`src/rtl/safe_job_pkg.sv`:
```
// rtl/safe_job_pkg.sv - types, states and status codes for the safe wrapper job launcher
package safe_job_pkg;

  typedef enum logic [3:0] {
    S_IDLE,
    S_WR_MCORE,
    S_WR_DMR,
    S_WR_CFG,
    S_WR_INTEN,
    S_WR_START,
    S_WAIT_IRQ,
    S_RD_STAT,
    S_WR_INTCLR,
    S_DONE
  } launch_state_e;

  localparam logic [1:0] SJ_OK      = 2'b00;
  localparam logic [1:0] SJ_BUS_ERR = 2'b01;
  localparam logic [1:0] SJ_TIMEOUT = 2'b10;

  typedef struct packed {
    logic [2:0] master_core;
    logic [2:0] dmr_mask;
    logic [1:0] safe_config;
  } safe_job_t;

  typedef struct packed {
    logic [31:0] addr;
    logic        write;
    logic [31:0] wdata;
    logic [3:0]  wstrb;
    logic        valid;
  } sj_reg_req_t;

  typedef struct packed {
    logic [31:0] rdata;
    logic        error;
    logic        ready;
  } sj_reg_rsp_t;

  function automatic logic is_bus_state(launch_state_e s);
    return s inside {S_WR_MCORE, S_WR_DMR, S_WR_CFG, S_WR_INTEN,
                     S_WR_START, S_RD_STAT, S_WR_INTCLR};
  endfunction

endpackage

```
`src/rtl/safe_wrapper_ctrl_reg_pkg.sv`:
```
// rtl/safe_wrapper_ctrl_reg_pkg.sv - safe wrapper control register offsets and field positions
package safe_wrapper_ctrl_reg_pkg;

  parameter int BlockAw = 5;

  parameter logic [BlockAw-1:0] SAFE_WRAPPER_CTRL_MASTER_CORE_OFFSET        = 5'h00;
  parameter logic [BlockAw-1:0] SAFE_WRAPPER_CTRL_DMR_MASK_OFFSET           = 5'h04;
  parameter logic [BlockAw-1:0] SAFE_WRAPPER_CTRL_SAFE_CONFIGURATION_OFFSET = 5'h08;
  parameter logic [BlockAw-1:0] SAFE_WRAPPER_CTRL_INTERRUPT_OFFSET          = 5'h0c;
  parameter logic [BlockAw-1:0] SAFE_WRAPPER_CTRL_START_OFFSET              = 5'h10;
  parameter logic [BlockAw-1:0] SAFE_WRAPPER_CTRL_STATUS_OFFSET             = 5'h14;

  parameter int SAFE_WRAPPER_CTRL_MASTER_CORE_LSB        = 0;
  parameter int SAFE_WRAPPER_CTRL_DMR_MASK_LSB           = 0;
  parameter int SAFE_WRAPPER_CTRL_SAFE_CONFIGURATION_LSB = 0;
  parameter int SAFE_WRAPPER_CTRL_ENABLE_INTERRUPT_BIT   = 0;
  parameter int SAFE_WRAPPER_CTRL_STATUS_INTERRUPT_BIT   = 1;
  parameter int SAFE_WRAPPER_CTRL_START_BIT              = 0;
  parameter int SAFE_WRAPPER_CTRL_CORES_SLEEP_LSB        = 0;
  parameter int SAFE_WRAPPER_CTRL_CORES_DEBUG_MODE_LSB   = 3;

endpackage

```
`src/rtl/safe_job_watchdog.sv`:
```
// rtl/safe_job_watchdog.sv - loadable down-counter bounding the wait for the end-of-routine irq
// Present only when SAFE_JOB_WATCHDOG_EN is defined.
`ifdef SAFE_JOB_WATCHDOG_EN
module safe_job_watchdog #(
  parameter int unsigned W = 24
) (
  input  logic         clk_i,
  input  logic         rst_ni,
  input  logic         load_i,
  input  logic [W-1:0] load_val_i,
  input  logic         dec_i,
  output logic         expired_o
);

  logic [W-1:0] r_cnt;

  always_ff @(posedge clk_i) begin
    if (!rst_ni) begin
      r_cnt <= '0;
    end else if (load_i) begin
      r_cnt <= load_val_i;
    end else if (dec_i && (r_cnt != '0)) begin
      r_cnt <= r_cnt - W'(1);
    end
  end

  assign expired_o = (r_cnt == '0);

endmodule
`endif

```
`src/rtl/safe_wrapper_job_launcher.sv`:
```
// rtl/safe_wrapper_job_launcher.sv - register-bus initiator that programs, starts and retires safe wrapper jobs
// Optional irq watchdog enabled by defining SAFE_JOB_WATCHDOG_EN.
module safe_wrapper_job_launcher
  import safe_job_pkg::*;
  import safe_wrapper_ctrl_reg_pkg::*;
#(
  parameter type         reg_req_t = sj_reg_req_t,
  parameter type         reg_rsp_t = sj_reg_rsp_t,
  parameter int unsigned NHARTS    = 3,
  parameter int unsigned TIMEOUT_W = 24
) (
  input  logic                  clk_i,
  input  logic                  rst_ni,
  input  logic                  job_valid_i,
  output logic                  job_ready_o,
  input  logic [2:0]            job_master_core_i,
  input  logic [2:0]            job_safe_mode_i,
  input  logic [1:0]            job_safe_config_i,
  input  logic [TIMEOUT_W-1:0]  job_timeout_i,
  output reg_req_t              reg_req_o,
  input  reg_rsp_t              reg_rsp_i,
  input  logic                  irq_i,
  output logic                  done_valid_o,
  input  logic                  done_ready_i,
  output logic [1:0]            done_status_o,
  output logic [2*NHARTS-1:0]   done_hart_status_o,
  output logic                  busy_o
);

  launch_state_e       r_state, w_state_next, w_seq_next;
  safe_job_t           r_desc, w_job_in, w_desc;
  reg_req_t            r_req;
  logic                r_job_ready, r_irq_seen, r_timed_out;
  logic [1:0]          r_status;
  logic [2*NHARTS-1:0] r_hart;
  logic                w_accept, w_ack, w_err, w_irq_hit, w_expired;
  logic [31:0]         w_addr, w_wdata;
  logic                w_write;
  logic                w_unused_rdata;

  assign w_job_in  = '{master_core: job_master_core_i,
                       dmr_mask:    job_safe_mode_i,
                       safe_config: job_safe_config_i};
  // The first request is built in the accept cycle, before r_desc holds the job.
  assign w_desc    = (r_state == S_IDLE) ? w_job_in : r_desc;
  assign w_accept  = r_job_ready && job_valid_i;
  assign w_ack     = r_req.valid && reg_rsp_i.ready;
  assign w_err     = w_ack && reg_rsp_i.error;
  assign w_irq_hit = r_irq_seen || irq_i;
  assign w_unused_rdata = ^reg_rsp_i.rdata;

`ifdef SAFE_JOB_WATCHDOG_EN
  safe_job_watchdog #(
    .W(TIMEOUT_W)
  ) u_watchdog (
    .clk_i      (clk_i),
    .rst_ni     (rst_ni),
    .load_i     ((r_state == S_WR_START) && w_ack),
    .load_val_i (job_timeout_i),
    .dec_i      (r_state == S_WAIT_IRQ),
    .expired_o  (w_expired)
  );
`else
  logic w_unused_timeout;
  assign w_unused_timeout = ^job_timeout_i;
  assign w_expired        = 1'b0;
`endif

  always_comb begin
    w_seq_next   = S_IDLE;
    w_state_next = r_state;
    case (r_state)
      S_WR_MCORE:  w_seq_next = S_WR_DMR;
      S_WR_DMR:    w_seq_next = S_WR_CFG;
      S_WR_CFG:    w_seq_next = S_WR_INTEN;
      S_WR_INTEN:  w_seq_next = S_WR_START;
      S_WR_START:  w_seq_next = S_WAIT_IRQ;
      S_RD_STAT:   w_seq_next = S_WR_INTCLR;
      S_WR_INTCLR: w_seq_next = S_DONE;
      default:     w_seq_next = S_IDLE;
    endcase
    case (r_state)
      S_IDLE:     if (w_accept) w_state_next = S_WR_MCORE;
      S_WAIT_IRQ: begin
        if (w_irq_hit)      w_state_next = S_RD_STAT;
        else if (w_expired) w_state_next = S_WR_INTCLR;
      end
      S_DONE:     if (done_ready_i) w_state_next = S_IDLE;
      default: begin
        if (!is_bus_state(r_state)) w_state_next = S_IDLE;
        else if (w_ack)             w_state_next = reg_rsp_i.error ? S_DONE : w_seq_next;
      end
    endcase
  end

  always_comb begin
    w_addr  = '0;
    w_wdata = '0;
    w_write = 1'b1;
    case (w_state_next)
      S_WR_MCORE: begin
        w_addr = 32'(SAFE_WRAPPER_CTRL_MASTER_CORE_OFFSET);
        w_wdata[SAFE_WRAPPER_CTRL_MASTER_CORE_LSB +: 3] = w_desc.master_core;
      end
      S_WR_DMR: begin
        w_addr = 32'(SAFE_WRAPPER_CTRL_DMR_MASK_OFFSET);
        w_wdata[SAFE_WRAPPER_CTRL_DMR_MASK_LSB +: 3] = w_desc.dmr_mask;
      end
      S_WR_CFG: begin
        w_addr = 32'(SAFE_WRAPPER_CTRL_SAFE_CONFIGURATION_OFFSET);
        w_wdata[SAFE_WRAPPER_CTRL_SAFE_CONFIGURATION_LSB +: 2] = w_desc.safe_config;
      end
      S_WR_INTEN: begin
        w_addr = 32'(SAFE_WRAPPER_CTRL_INTERRUPT_OFFSET);
        w_wdata[SAFE_WRAPPER_CTRL_ENABLE_INTERRUPT_BIT] = 1'b1;
      end
      S_WR_START: begin
        w_addr = 32'(SAFE_WRAPPER_CTRL_START_OFFSET);
        w_wdata[SAFE_WRAPPER_CTRL_START_BIT] = 1'b1;
      end
      S_RD_STAT: begin
        w_addr  = 32'(SAFE_WRAPPER_CTRL_STATUS_OFFSET);
        w_write = 1'b0;
      end
      S_WR_INTCLR: w_addr = 32'(SAFE_WRAPPER_CTRL_INTERRUPT_OFFSET);
      default: ;
    endcase
  end

  always_ff @(posedge clk_i) begin
    if (!rst_ni) begin
      r_state     <= S_IDLE;
      r_desc      <= '0;
      r_req       <= '0;
      r_job_ready <= 1'b0;
      r_irq_seen  <= 1'b0;
      r_timed_out <= 1'b0;
      r_status    <= SJ_OK;
      r_hart      <= '0;
    end else begin
      r_state     <= w_state_next;
      r_job_ready <= (w_state_next == S_IDLE);

      r_req <= '0;
      if (is_bus_state(w_state_next)) begin
        r_req.valid <= 1'b1;
        r_req.addr  <= w_addr;
        r_req.write <= w_write;
        r_req.wdata <= w_wdata;
        r_req.wstrb <= 4'hF;
      end

      if (w_accept) begin
        r_desc      <= w_job_in;
        r_irq_seen  <= 1'b0;
        r_timed_out <= 1'b0;
      end else if (irq_i && (((r_state == S_WR_START) && w_ack) || (r_state == S_WAIT_IRQ))) begin
        r_irq_seen  <= 1'b1;
      end

      if ((r_state == S_WAIT_IRQ) && !w_irq_hit && w_expired) r_timed_out <= 1'b1;

      if ((r_state == S_RD_STAT) && w_ack && !reg_rsp_i.error) begin
        r_hart <= {reg_rsp_i.rdata[SAFE_WRAPPER_CTRL_CORES_DEBUG_MODE_LSB +: NHARTS],
                   reg_rsp_i.rdata[SAFE_WRAPPER_CTRL_CORES_SLEEP_LSB +: NHARTS]};
      end

      if ((r_state != S_DONE) && (w_state_next == S_DONE)) begin
        r_status <= w_err ? SJ_BUS_ERR : (r_timed_out ? SJ_TIMEOUT : SJ_OK);
      end
    end
  end

  assign reg_req_o          = r_req;
  assign job_ready_o        = r_job_ready;
  assign done_valid_o       = (r_state == S_DONE);
  assign done_status_o      = r_status;
  assign done_hart_status_o = r_hart;
  assign busy_o             = (r_state != S_IDLE);

endmodule

```
`config.mk`:
```
export PLATFORM = sky130hd
export DESIGN_NAME = safe_wrapper_job_launcher
export DESIGN_NICKNAME = d
export VERILOG_FILES = /design/src/rtl/safe_job_pkg.sv /design/src/rtl/safe_wrapper_ctrl_reg_pkg.sv /design/src/rtl/safe_job_watchdog.sv /design/src/rtl/safe_wrapper_job_launcher.sv
export SDC_FILE = /design/constraint.sdc
export NUM_CORES = 1
export LEC_CHECK = 0
export ABC_AREA = 1
export CAP_MARGIN = 20
export CELL_PAD_IN_SITES_DETAIL_PLACEMENT = 2
export CELL_PAD_IN_SITES_GLOBAL_PLACEMENT = 2
export CORE_ASPECT_RATIO = 1.75
export CORE_UTILIZATION = 16
export DETAILED_ROUTE_END_ITERATION = 8
export HOLD_SLACK_MARGIN = 0.08
export PLACE_DENSITY = 0.79
export SYNTH_ARGS = -nofsm -noshare
export SYNTH_HDL_FRONTEND = slang
export SYNTH_SLANG_ARGS = --single-unit
```
`constraint.sdc`:
```
create_clock -name clk_i -period 2 [get_ports clk_i]
set_input_delay 0.5 -clock clk_i [delete_from_list [all_inputs] [get_ports clk_i]]
set_output_delay 0.5 -clock clk_i [all_outputs]
set_load 0.02 [all_outputs]
```
==> reports/qor.yml <==
status:
  status: "complete, no violations"
clocking:
  cts_num_sinks: 29
  clk_pin_slew_worst_paths_ns: 0.05
  cts-root-buf: "clkbuf_16"
  cts_hold_buf: 0
  clk_path_buf_depth: 2
  cts_tree: "yes"
  cts_buffers: 5
  cts-htree-levels: 2
  clock_latency_ns: 0.28
drt:
  drt_first_pass_iters: 4
  drc: 0
  drtAntennaViolNets: 0
  avgViaCountPerCell: 3.72
  drt_iter0_markers: 72
  wl_per_cell_um: 13.4
  vias: 2018
  routed_wl_mm: 7.29
placed_design:
  placedInstanceArea_um2: 2630
  port_buffers: 42
  hpwl_mm: 5.60
  dp_worst_setup_slack_ns: -0.561
  place.gp.congestion: 0.765
global_route:
  grt_pass1_wl_mm: 10.6
  grt_max_degree: 18
  grt_pass1_vias: 2168
  antenna_found_initial: 0
  grt_usage: 0.109
  overflow: 0
critical_path:
  path_buf_inv: 1
  crit_chain: "inv_4, nor2_4, nand2_2, nand2_4, nor2_4, nor2_4, nand2_2, nand2_4, nor2_4, nand2_2, nand2_1, nor2_2, nand2_2, nand2_4, nor2_2"
  crit_path_start_kind: "register"
  cpLargestDelayFamily: "simple AND/OR/NAND/NOR gates"
  ff2ff_setup_slack_ns: 0.05
  cp-end-kind: "register"
  max_stage_delay_ns: 0.40
  rr_startpoint: "r_state[3]"
  critical_path_class: "reg2reg"
  cp.arrival_ns: 2.13
  worstPathRequired_ns: 2.17
  ff2ff_path_depth: 15
  r2r_end: "reg_req_o[6]"
  critPathMaxFanout: 7
  critPathSlowestCell: "dfxtp_4"
run:
  max-cap-violations: 0
timing:
  setup_viol: 0
  finalCritPeriodShare: 0.976
  setup_tns_ns: 0
  fmax_ghz: 0.512
  final_hold_viol_count: 0
  finClkSkew_ns: 0.00708
  setup_slack_ns: 0.0485
  slew_viol_final: 0
  hold_ws_ns: 0.453
  finalCriticalPeriod_ns: 1.95
final_layout:
  regArea_um2: 593
  area_growth_pct: 48.3
  multi_input_area_um2: 1250
  layout-drive-gt1-share: 0.315
  antenna_cells: 0
  final_area_um2: 3030
  nNetsFinal: 445
  fillCellCount: 1520
yosys:
  synth_cell_type_count: 24
  ys_seq_area_frac: 0.284
  synth-edff-count: 0
  yosysTopAreaCell: "dfxtp_1"
  synth_area_per_cell_um2: 6.93
  synthFlopType: "dfxtp_1"
  ys_seq_elements: 29
  syn_area_um2: 2040
  synth_common_cells: "63 x buf_4, 49 x nand2_1, 37 x nor2_1"
  yosysWarnings: 0
  synth.area.top_cells: "dfxtp_1 28%, buf_4 23%, nand2_1 9.0%"
  synthCells: 295
  netlist.area_leader.share: 0.284
  yosysMostFrequentCell: "buf_4"
  postSynth.asyncResetShare: 0
hold_path:
  hp-class: "reg2reg"
  min_to: "done_status_o[0]"
  hold_path_depth: 2
  hold_start: "done_status_o[0]"
floorplan:
  chipWidth_um: 87.5
  die_y_um: 152
  start_util: 0.164
  rows: 54
  die_area_um2: 13300
  ios: 152
  coreArea_um2: 12400
pwr:
  cellPowerDensity_nw_per_um2: 561
  total_power_mw: 1.70
  vdd_drop_max_mv: 0.265
  leakagePower_nw: 1.45
-- where the power goes --
part,switching [mW],internal [mW]
sequential,0.0128,0.595
combinational,0.243,0.119
clock,0.276,0.456
-- flip-flops by register name, indices dropped and copies added, names as in the netlist --
register,count
job_ready_o,1
r_state,4
r_irq_seen,1
done_hart_status_o,6
done_status_o,1
r_desc,8
reg_req_o,8
-- worst max-delay path by stage --
| stage | endpoint | slack (ns) | from | cells past startpoint |
|---|---|---|---|---|
| 2_1_floorplan | reg_req_o[41] | 0.26 | reg_req_o[3] | 13 |
| 3_3_place_gp | reg_req_o[6] | -0.46 | reg_rsp_i[0] | 14 |
| 3_5_place_dp | reg_req_o[41] | -0.56 | reg_rsp_i[0] | 14 |
| 4_1_cts | reg_req_o[41] | -0.008 | irq_i | 15 |
| 5_1_grt | reg_req_o[42] | -0.03 | r_state[3] | 15 |
| 6_report | reg_req_o[6] | 0.05 | r_state[3] | 15 |
-- stage by stage --
stage / util / std cells
after detailed placement: 0.212 / 527
after floorplan: - / 353
after CTS: 0.229 / 538
after global routing: 0.244 / 543
final: 0.244 / 543
after global placement: 0.212 / 527
-- layout by cell type, fill, tap and decap left out, types with 6 or more instances in the layout --
master / Yosys / final
nor2_1: 37 / 32
nand2_4: 5 / 14
o21ai_0: 21 / 18
nor2_2: 16 / 11
clkdlybuf4s50_1: 0 / 37
a21oi_1: 8 / 6
inv_1: 22 / 19
nor2_4: 3 / 13
inv_2: 6 / 7
nand2_1: 49 / 38
dfxtp_1: 29 / 25
nand2_2: 11 / 13
conb_1: 1 / 59
buf_4: 63 / 33
nand3_1: 11 / 11
-- cell type report --
type                    count  share of cell area
clock buffers               6              0.0425
clock inverters             2             0.00330
inverters                  29              0.0384
multi-input cells         229               0.413
flip-flops and latches     29               0.196
well taps                 168              0.0693
repair buffers             80               0.238
-- kinds of logic after synthesis --
family,after synthesis,synth area share
flops,29,0.284
other cells,1,0.00183
compound gates,32,0.0875
buf+inv,95,0.290
simple gates,138,0.337
-- tightest hold or removal path: cells and delay by family, from the launching register on --
family,cells,cell delay [ns]
compound gates,1,0.05
buf+inv,1,0.05
flops,1,0.30
-- per-layer routing --
| layer | vias to the layer above | GRT usage | wire length [um] |
|---|---|---|---|
| met1 | 956 | 0.0894 | 2210 |
| met4 | 0 | 0.0623 | 361 |
| met5 | - | 0 | 0 |
| li1 | 947 | - | - |
| met2 | 95 | 0.227 | 4340 |
| met3 | 20 | 0.0233 | 384 |
-- timing repair --
item | 4_1_cts | 5_1_grt
setup buffers | 3 | 5
pin swaps | 5 | 14
gates resized for setup | 22 | 45
cloned | 0 | 0
setup endpoints to repair | 12 | 11
endpoints found under the hold margin | 0 | 0
No activity file was read; power rests on OpenSTA's default activity.
